**src/rtl/arp_table.sv**
```systemverilog
// arp_table -- ARP resolution table between the RX ARP parser and the TX builders.
//
// Learns IP->MAC bindings from ARP frames whose FCS checked good, asks the ARP
// TX builder for a reply when a request targets local_ip, and serves a
// one-cycle registered lookup port to the IP/UDP TX path.
//
// Optional feature macro: ARP_TABLE_AGING_EN
//   defined   -> per-entry age counter, reloaded on write, decremented on
//                age_tick, entry dropped when it reaches zero
//   undefined -> no counters, age_tick ignored
//
// Ports:
//   aclk, aresetn          clock, synchronous active-low reset
//   local_mac, local_ip    station addresses, static after reset
//   arp_data_done, rx_*    parsed ARP fields, valid with the done pulse
//   crc_valid, crc_error   FCS verdict for the frame just parsed
//   arp_resp_start, resp_* reply trigger and requester addresses
//   lkp_req, lkp_ip        lookup strobe and address
//   lkp_done/hit/mac       registered lookup result (mac is 0 on a miss)
//   age_tick               aging pulse
//   entry_count            number of valid entries
module arp_table #(
  parameter int DEPTH       = 4,
  parameter int AGE_MAX     = 300,
  parameter int FCS_TIMEOUT = 64
) (
  input  logic                       aclk,
  input  logic                       aresetn,
  input  logic [47:0]                local_mac,
  input  logic [31:0]                local_ip,
  input  logic                       arp_data_done,
  input  logic [15:0]                rx_opcode,
  input  logic [47:0]                rx_sha,
  input  logic [31:0]                rx_spa,
  input  logic [31:0]                rx_tpa,
  input  logic                       crc_valid,
  input  logic                       crc_error,
  output logic                       arp_resp_start,
  output logic [47:0]                resp_mac_d_addr,
  output logic [31:0]                resp_ip_d_addr,
  input  logic                       lkp_req,
  input  logic [31:0]                lkp_ip,
  output logic                       lkp_done,
  output logic                       lkp_hit,
  output logic [47:0]                lkp_mac,
  input  logic                       age_tick,
  output logic [$clog2(DEPTH+1)-1:0] entry_count
);

  localparam int IW = $clog2(DEPTH);
  localparam int CW = $clog2(DEPTH + 1);
  localparam int TW = $clog2(FCS_TIMEOUT + 1);
`ifdef ARP_TABLE_AGING_EN
  localparam int AW = $clog2(AGE_MAX + 1);
`endif

  typedef enum logic [1:0] {S_IDLE, S_WAIT_FCS, S_UPDATE, S_RESP} state_t;

  state_t          state_q, state_d;
  logic            isReq_q, isReq_d;
  logic [47:0]     sha_q, sha_d;
  logic [31:0]     spa_q, spa_d;
  logic [31:0]     tpa_q, tpa_d;
  logic [TW-1:0]   timer_q, timer_d;
  logic [IW-1:0]   victim_q, victim_d;

  logic [DEPTH-1:0] valid_q, valid_d;
  logic [31:0]      ip_q  [DEPTH];
  logic [31:0]      ip_d  [DEPTH];
  logic [47:0]      mac_q [DEPTH];
  logic [47:0]      mac_d [DEPTH];
`ifdef ARP_TABLE_AGING_EN
  logic [AW-1:0]    age_q [DEPTH];
  logic [AW-1:0]    age_d [DEPTH];
`endif

  logic          opcodeOk, load, toLocal;
  logic          matchHit, freeHit, lkpHit_d;
  logic [IW-1:0] matchIdx, freeIdx, wrIdx;
  logic          wrEn, respStart_d;
  logic [47:0]   lkpMac_d;
  logic [CW-1:0] count_d;

  // local_mac is carried for the reply builder's benefit only; the table
  // itself never needs it.
  logic unused_inputs;
  assign unused_inputs = ^{local_mac, age_tick};

  assign opcodeOk = (rx_opcode == 16'd1) || (rx_opcode == 16'd2);
  assign toLocal  = (tpa_q == local_ip);

  // A new ARP is captured when idle, or while waiting for a verdict as long as
  // no verdict arrives in the same cycle (the verdict belongs to the old frame).
  assign load = arp_data_done && opcodeOk &&
                ((state_q == S_IDLE) ||
                 ((state_q == S_WAIT_FCS) && !crc_valid && !crc_error));

  assign isReq_d = load ? (rx_opcode == 16'd1) : isReq_q;
  assign sha_d   = load ? rx_sha : sha_q;
  assign spa_d   = load ? rx_spa : spa_q;
  assign tpa_d   = load ? rx_tpa : tpa_q;

  // Parallel compares against the current table. Scanning from the top down
  // lets the lowest matching / free index win.
  always_comb begin
    matchHit = 1'b0;
    matchIdx = '0;
    freeHit  = 1'b0;
    freeIdx  = '0;
    lkpHit_d = 1'b0;
    lkpMac_d = '0;
    for (int i = DEPTH - 1; i >= 0; i--) begin
      if (valid_q[i] && (ip_q[i] == spa_q)) begin
        matchHit = 1'b1;
        matchIdx = IW'(i);
      end
      if (!valid_q[i]) begin
        freeHit = 1'b1;
        freeIdx = IW'(i);
      end
      if (valid_q[i] && (ip_q[i] == lkp_ip)) begin
        lkpHit_d = 1'b1;
        lkpMac_d = mac_q[i];
      end
    end
  end

  // Learn FSM: next state, timeout counter, write decision and reply trigger.
  always_comb begin
    state_d     = state_q;
    timer_d     = timer_q;
    victim_d    = victim_q;
    wrEn        = 1'b0;
    wrIdx       = '0;
    respStart_d = 1'b0;
    case (state_q)
      S_IDLE: begin
        if (load) begin
          timer_d = '0;
          state_d = S_WAIT_FCS;
        end
      end
      S_WAIT_FCS: begin
        if (crc_error) begin
          state_d = S_IDLE;
        end else if (crc_valid) begin
          state_d = S_UPDATE;
        end else if (load) begin
          timer_d = '0;
        end else if (timer_q == TW'(FCS_TIMEOUT - 1)) begin
          state_d = S_IDLE;
        end else begin
          timer_d = timer_q + 1'b1;
        end
      end
      S_UPDATE: begin
        // A zero sender address is a probe and must never be learned.
        if (spa_q != '0) begin
          if (matchHit) begin
            wrEn  = 1'b1;
            wrIdx = matchIdx;
          end else if (toLocal) begin
            wrEn = 1'b1;
            if (freeHit) begin
              wrIdx = freeIdx;
            end else begin
              wrIdx    = victim_q;
              victim_d = (victim_q == IW'(DEPTH - 1)) ? '0 : victim_q + 1'b1;
            end
          end
        end
        if (isReq_q && toLocal) begin
          respStart_d = 1'b1;
          state_d     = S_RESP;
        end else begin
          state_d = S_IDLE;
        end
      end
      S_RESP: begin
        state_d = S_IDLE;
      end
      default: begin
        state_d = S_IDLE;
      end
    endcase
  end

  // Table next state. A write always wins over aging of the same entry, so a
  // write coinciding with age_tick leaves a full lifetime.
  always_comb begin
    valid_d = valid_q;
    ip_d    = ip_q;
    mac_d   = mac_q;
`ifdef ARP_TABLE_AGING_EN
    age_d   = age_q;
`endif
    for (int i = 0; i < DEPTH; i++) begin
      if (wrEn && (wrIdx == IW'(i))) begin
        valid_d[i] = 1'b1;
        ip_d[i]    = spa_q;
        mac_d[i]   = sha_q;
`ifdef ARP_TABLE_AGING_EN
        age_d[i]   = AW'(AGE_MAX);
      end else if (age_tick && valid_q[i] && (age_q[i] != '0)) begin
        age_d[i] = age_q[i] - 1'b1;
        if (age_q[i] == AW'(1)) begin
          valid_d[i] = 1'b0;
        end
`endif
      end
    end
    count_d = '0;
    for (int i = 0; i < DEPTH; i++) begin
      count_d = count_d + CW'(valid_d[i]);
    end
  end

  always_ff @(posedge aclk) begin
    if (!aresetn) begin
      state_q         <= S_IDLE;
      isReq_q         <= 1'b0;
      sha_q           <= '0;
      spa_q           <= '0;
      tpa_q           <= '0;
      timer_q         <= '0;
      victim_q        <= '0;
      valid_q         <= '0;
      arp_resp_start  <= 1'b0;
      resp_mac_d_addr <= '0;
      resp_ip_d_addr  <= '0;
      lkp_done        <= 1'b0;
      lkp_hit         <= 1'b0;
      lkp_mac         <= '0;
      entry_count     <= '0;
      for (int i = 0; i < DEPTH; i++) begin
        ip_q[i]  <= '0;
        mac_q[i] <= '0;
`ifdef ARP_TABLE_AGING_EN
        age_q[i] <= '0;
`endif
      end
    end else begin
      state_q        <= state_d;
      isReq_q        <= isReq_d;
      sha_q          <= sha_d;
      spa_q          <= spa_d;
      tpa_q          <= tpa_d;
      timer_q        <= timer_d;
      victim_q       <= victim_d;
      valid_q        <= valid_d;
      ip_q           <= ip_d;
      mac_q          <= mac_d;
`ifdef ARP_TABLE_AGING_EN
      age_q          <= age_d;
`endif
      entry_count    <= count_d;
      arp_resp_start <= respStart_d;
      if (respStart_d) begin
        resp_mac_d_addr <= sha_q;
        resp_ip_d_addr  <= spa_q;
      end
      lkp_done <= lkp_req;
      if (lkp_req) begin
        lkp_hit <= lkpHit_d;
        lkp_mac <= lkpMac_d;
      end
    end
  end

endmodule

```
**config.mk**
```make
export PLATFORM = sky130hd
export DESIGN_NAME = arp_table
export DESIGN_NICKNAME = d
export VERILOG_FILES = /design/src/rtl/arp_table.sv
export SDC_FILE = /design/constraint.sdc
export NUM_CORES = 2
export LEC_CHECK = 0
export CORE_MARGIN = 2
export CORE_UTILIZATION = 50
export CTS_CLUSTER_SIZE = 28
export DETAILED_ROUTE_END_ITERATION = 8
export PLACE_DENSITY = 0.86
export SLEW_MARGIN = 20
export SYNTH_ARGS = -nofsm -noshare
export SYNTH_HDL_FRONTEND = slang
export SYNTH_SLANG_ARGS = --single-unit
```
**constraint.sdc**
```tcl
create_clock -name aclk -period 5.5 [get_ports aclk]
set_input_delay 1.1 -clock aclk [delete_from_list [all_inputs] [get_ports aclk]]
set_output_delay 1.1 -clock aclk [all_outputs]
set_load 0.01 [all_outputs]
```
==> results by group <==
Worst hold path
  – Hold path startpoint: mac_q[169]
  – Worst hold path type: reg2reg
  – Hold Crit Depth: 2
  – WHS Endpoint: mac_q[169]

Critical path
  – Reg2reg path depth: 13
  – Crit Path Class: reg2reg
  – Max stage delay cell, worst path: dfxtp_1
  – Reg-to-Reg Start: spa_q[18]
  – Worst EP required: between 6 and 7 ns
  – CP Max Fanout: 8
  – Critical path endpoint category: register
  – CP delay by family, top: simple AND/OR/NAND/NOR gates
  – Worst flop-to-flop path endpoint: entry_count[1]
  – Max stage delay on crit path: 0.75 ns
  – Worst path bufs/invs: 1
  – R2R Setup Slk: 0.79 ns
  – CP Cell Sequence: xor2_1 -> nor4_2 -> nand4_1 -> or4_1 -> o21ai_1 -> a21oi_1 -> or3b_4 -> and2_1 -> fa_1 -> inv_1 -> ha_1 -> ha_1 -> and2_1
  – CP Launch Type: register
  – CP startpoint: spa_q[18]
  – Worst path arrival time: 5.23 ns

Yosys
  – Synth Flop Type: dfxtp_1
  – Avg Inst Size Synth: 8.87 um^2
  – Post-Syn Area: roughly 0.026 mm^2
  – Post-synth EDFFs: 0
  – Yosys cell types: 46
  – Area contributors post-synth: dfxtp_1, mux2i_1, nand2_1, xor2_1, a21boi_0
  – Mapped Nets: between 3k and 4k
  – Seq/Total Area, Yosys: between 40 and 50%
  – Asr flop ratio synth: 0%
  – Synth Instances: 2947
  – Register bit total from synthesis: 582
  – Syn. warnings: 0
  – Area share of the largest cell type after synthesis: 44.6%
  – Yosys top cell by area: dfxtp_1

Global routing
  – GRT Total Usage: between 20 and 30%
  – Initial antenna violation count: 0
  – First-pass GRT wire length: between 100000 and 150000 um
  – Congestion Overflow GR: 0
  – Vias in the first global route: slightly above 20k
  – Largest net degree at the start of global routing: 138

Drt
  – Final wirelength: just over 80000 um
  – Post-DR wirelength/cell: between 20 and 25 um
  – Detail Route Antenna Nets: 0
  – Via count: 21.9k
  – DRC viols: 0
  – First-iteration detailed-routing DRC count: just over 2k
  – Vias per cell: roughly 5.6
  – First-pass DRT Iterations: 5

Pwr
  – PwrDens: between 200 and 300 mW/mm^2
  – Switching pwr: between 1.5 and 2 mW
  – Logic pwr share: ~4.7%
  – Clock share of power: around 48%
  – Switching share of power: 21.8%
  – Maximum VDD drop: roughly 0.25 mV
  – Leak: between 10 and 15 nW
  – Sequential share of power: a little under half
  – Pint: about 6.9 mW

Timing
  – Relative max-transition margin: 35.7%
  – Final setup fails: 0
  – Clock skew: 0.0138 ns
  – Fin crit period: about 4.7 ns
  – Final Max Slew Viols: 0
  – Unrepaired setup endpoints after global routing: no
  – Final Hold Viols: 0
  – PnR worst setup slack: 0.790 ns
  – Setup TNS: 0 ns
  – Fmax: 212 MHz
  – Least-Margin Pin Slew: roughly 0.96 ns
  – Fin crit share: 85.6%

Run status
  – Status: complete, no violations

Clock network
  – Root Driver: clkbuf_16
  – Worst skew pair latency: about 0.63 ns
  – Clock slew at reported path FFs: roughly 0.060 ns
  – Postcts setup bufs: 0
  – CTS tree: done
  – H-tree Lvls: 2
  – Clock sink count: ~580
  – Clock Path Buffers: 3
  – CTS Buf Count: 60
  – CTS Hold Bufs: 0
  – Post_cts resized: 0

Floorplanning
  – Core footprint: 0.0515 mm^2
  – Die width: between 200 and 250 um
  – Starting Density: 50.7%
  – Die area: 0.0541 mm^2
  – Die height: ~230 um
  – # rows: 83
  – Number of top-level pins: between 300 and 400

Final layout
  – Layout cells sized above 1: 4.70%
  – Fill cells: ~4.4k
  – Nets: approximately 3.4k
  – Finished Core Util: between 60% and 70%
  – Layout Area Growth over Synthesis: 21.6%
  – Antenna cells: 0
  – Design Area, Final: around 0.032 mm^2

Placed design
  – Buffers on Ports: ~330
  – DP Area: slightly below 0.03 mm^2
  – Post-detail-place hpwl: roughly 56000 um
  – RD Place Congestion: just over 1
  – DP Worst Slack: 0.491 ns

Job
  – Maxcap violations: 0
-- kinds of logic (layout without fill, tap and decap cells) --
kind of cell    count (synthesis)  in the layout  synth area share [%]
mux                           322            322                  12.3
buf+inv                       231            478                  4.07
flops                         582            582                  44.6
xor+xnor                      292            292                  9.79
compound gates                412            412                  11.3
simple gates                 1103           1103                  17.7
fa+ha+maj                       5              5                 0.268
-- state kept, by name, indices dropped and copies added (netlist names) --
register	flops
arp_resp_start	1
entry_count	3
ip_q	128
isReq_q	1
lkp_done	1
lkp_hit	1
lkp_mac	48
mac_q	192
resp_ip_d_addr	32
resp_mac_d_addr	48
sha_q	48
spa_q	32
state_q	2
timer_q	7
tpa_q	32
valid_q	4
victim_q	2
-- worst max-delay path by stage --
| stage | depth (start not counted) | end |
|---|---|---|
| 6_report | 13 | entry_count[1] |
| 5_1_grt | 13 | entry_count[1] |
| 4_1_cts | 13 | entry_count[1] |
| 3_5_place_dp | 14 | entry_count[1] |
| 3_3_place_gp | 14 | entry_count[1] |
| 2_1_floorplan | 15 | entry_count[1] |
-- layer usage --
metal | track usage, % | share of wire, % | vias to the layer above
li1 | - | - | 10300
met1 | 39.9 | 43 | 10500
met2 | 45.8 | 45 | 870
met3 | 6.34 | 8.4 | 158
met4 | 10.3 | 3.5 | 0
met5 | 0 | 0 | -
-- metrics by stage --
stage / total power [mW] / std cells / hold WS [ns]
final: 8.89 / 3874 / 0.458
after global routing: 9.13 / 3874 / 0.477
after CTS: 8.94 / 3873 / 0.457
after detailed placement: 4.75 / 3766 / 0.449
after global placement: 4.75 / 3766 / 0.442
after floorplan: 4.49 / 2947 / 0.435
-- cell type report --
type	count	area [um^2]	share of cell area (%)
Clock buffer	79	1660	5.24
Sequential cell	582	11700	36.7
Tap cell	680	851	2.68
Clock inverter	28	384	1.21
Inverter	7	26.3	0.0827
Multi-Input combinational cell	2134	13500	42.5
Timing Repair Buffer	364	3690	11.6
-- cells in the final DEF (no fill, tap or decap), types with 49 or more instances in the layout --
| cell | Yosys | routed |
|---|---|---|
| a21boi_0 | 192 | 192 |
| clkbuf_16 | 0 | 60 |
| mux2i_1 | 322 | 322 |
| nor2_1 | 62 | 60 |
| nor4_1 | 73 | 72 |
| xor2_1 | 190 | 190 |
| a31oi_1 | 49 | 49 |
| xnor2_1 | 102 | 102 |
| o21ai_0 | 55 | 55 |
| nand2_1 | 850 | 848 |
| dfxtp_1 | 582 | 582 |
| clkdlybuf4s50_1 | 0 | 329 |
-- synth_stat cells, types with 2 or more instances --
| library cell | count |
|---|---|
| nor2b_1 | 9 |
| a211o_1 | 48 |
| nand2_1 | 850 |
| nand3_1 | 21 |
| nand4_1 | 38 |
| and2_1 | 8 |
| xor2_1 | 190 |
| a22oi_1 | 48 |
| or3_1 | 3 |
| nor4_1 | 73 |
| inv_1 | 7 |
| o31ai_1 | 2 |
| dfxtp_1 | 582 |
| a31oi_1 | 49 |
| buf_6 | 17 |
| a21boi_0 | 192 |
| a21boi_1 | 2 |
| nor4b_1 | 4 |
| nor3_1 | 14 |
| mux2i_1 | 322 |
| or4_1 | 5 |
| nor2_1 | 62 |
| nand4b_1 | 3 |
| or3b_2 | 2 |
| xnor2_1 | 102 |
| buf_4 | 10 |
| nand2b_1 | 2 |
| clkbuf_1 | 172 |
| a21oi_1 | 8 |
| o21ai_0 | 55 |
| o21a_1 | 3 |
| and3_1 | 3 |
| buf_2 | 25 |
| ha_1 | 4 |
-- worst min-delay path, cell delays in order, from the launching register on --
cell and delay, ns:
dfxtp_1 0.31, nand2_1 0.05, mux2i_1 0.05
-- power groups by stage --
stage	registers [mW]	logic, mW	clock network [mW]
floorplan	4.34	0.149	0
global placement	4.34	0.409	0
detailed placement	4.34	0.409	0
CTS	4.25	0.411	4.28
global route	4.24	0.438	4.45
finish	4.25	0.414	4.23
Power figures use the tool's default switching activity.
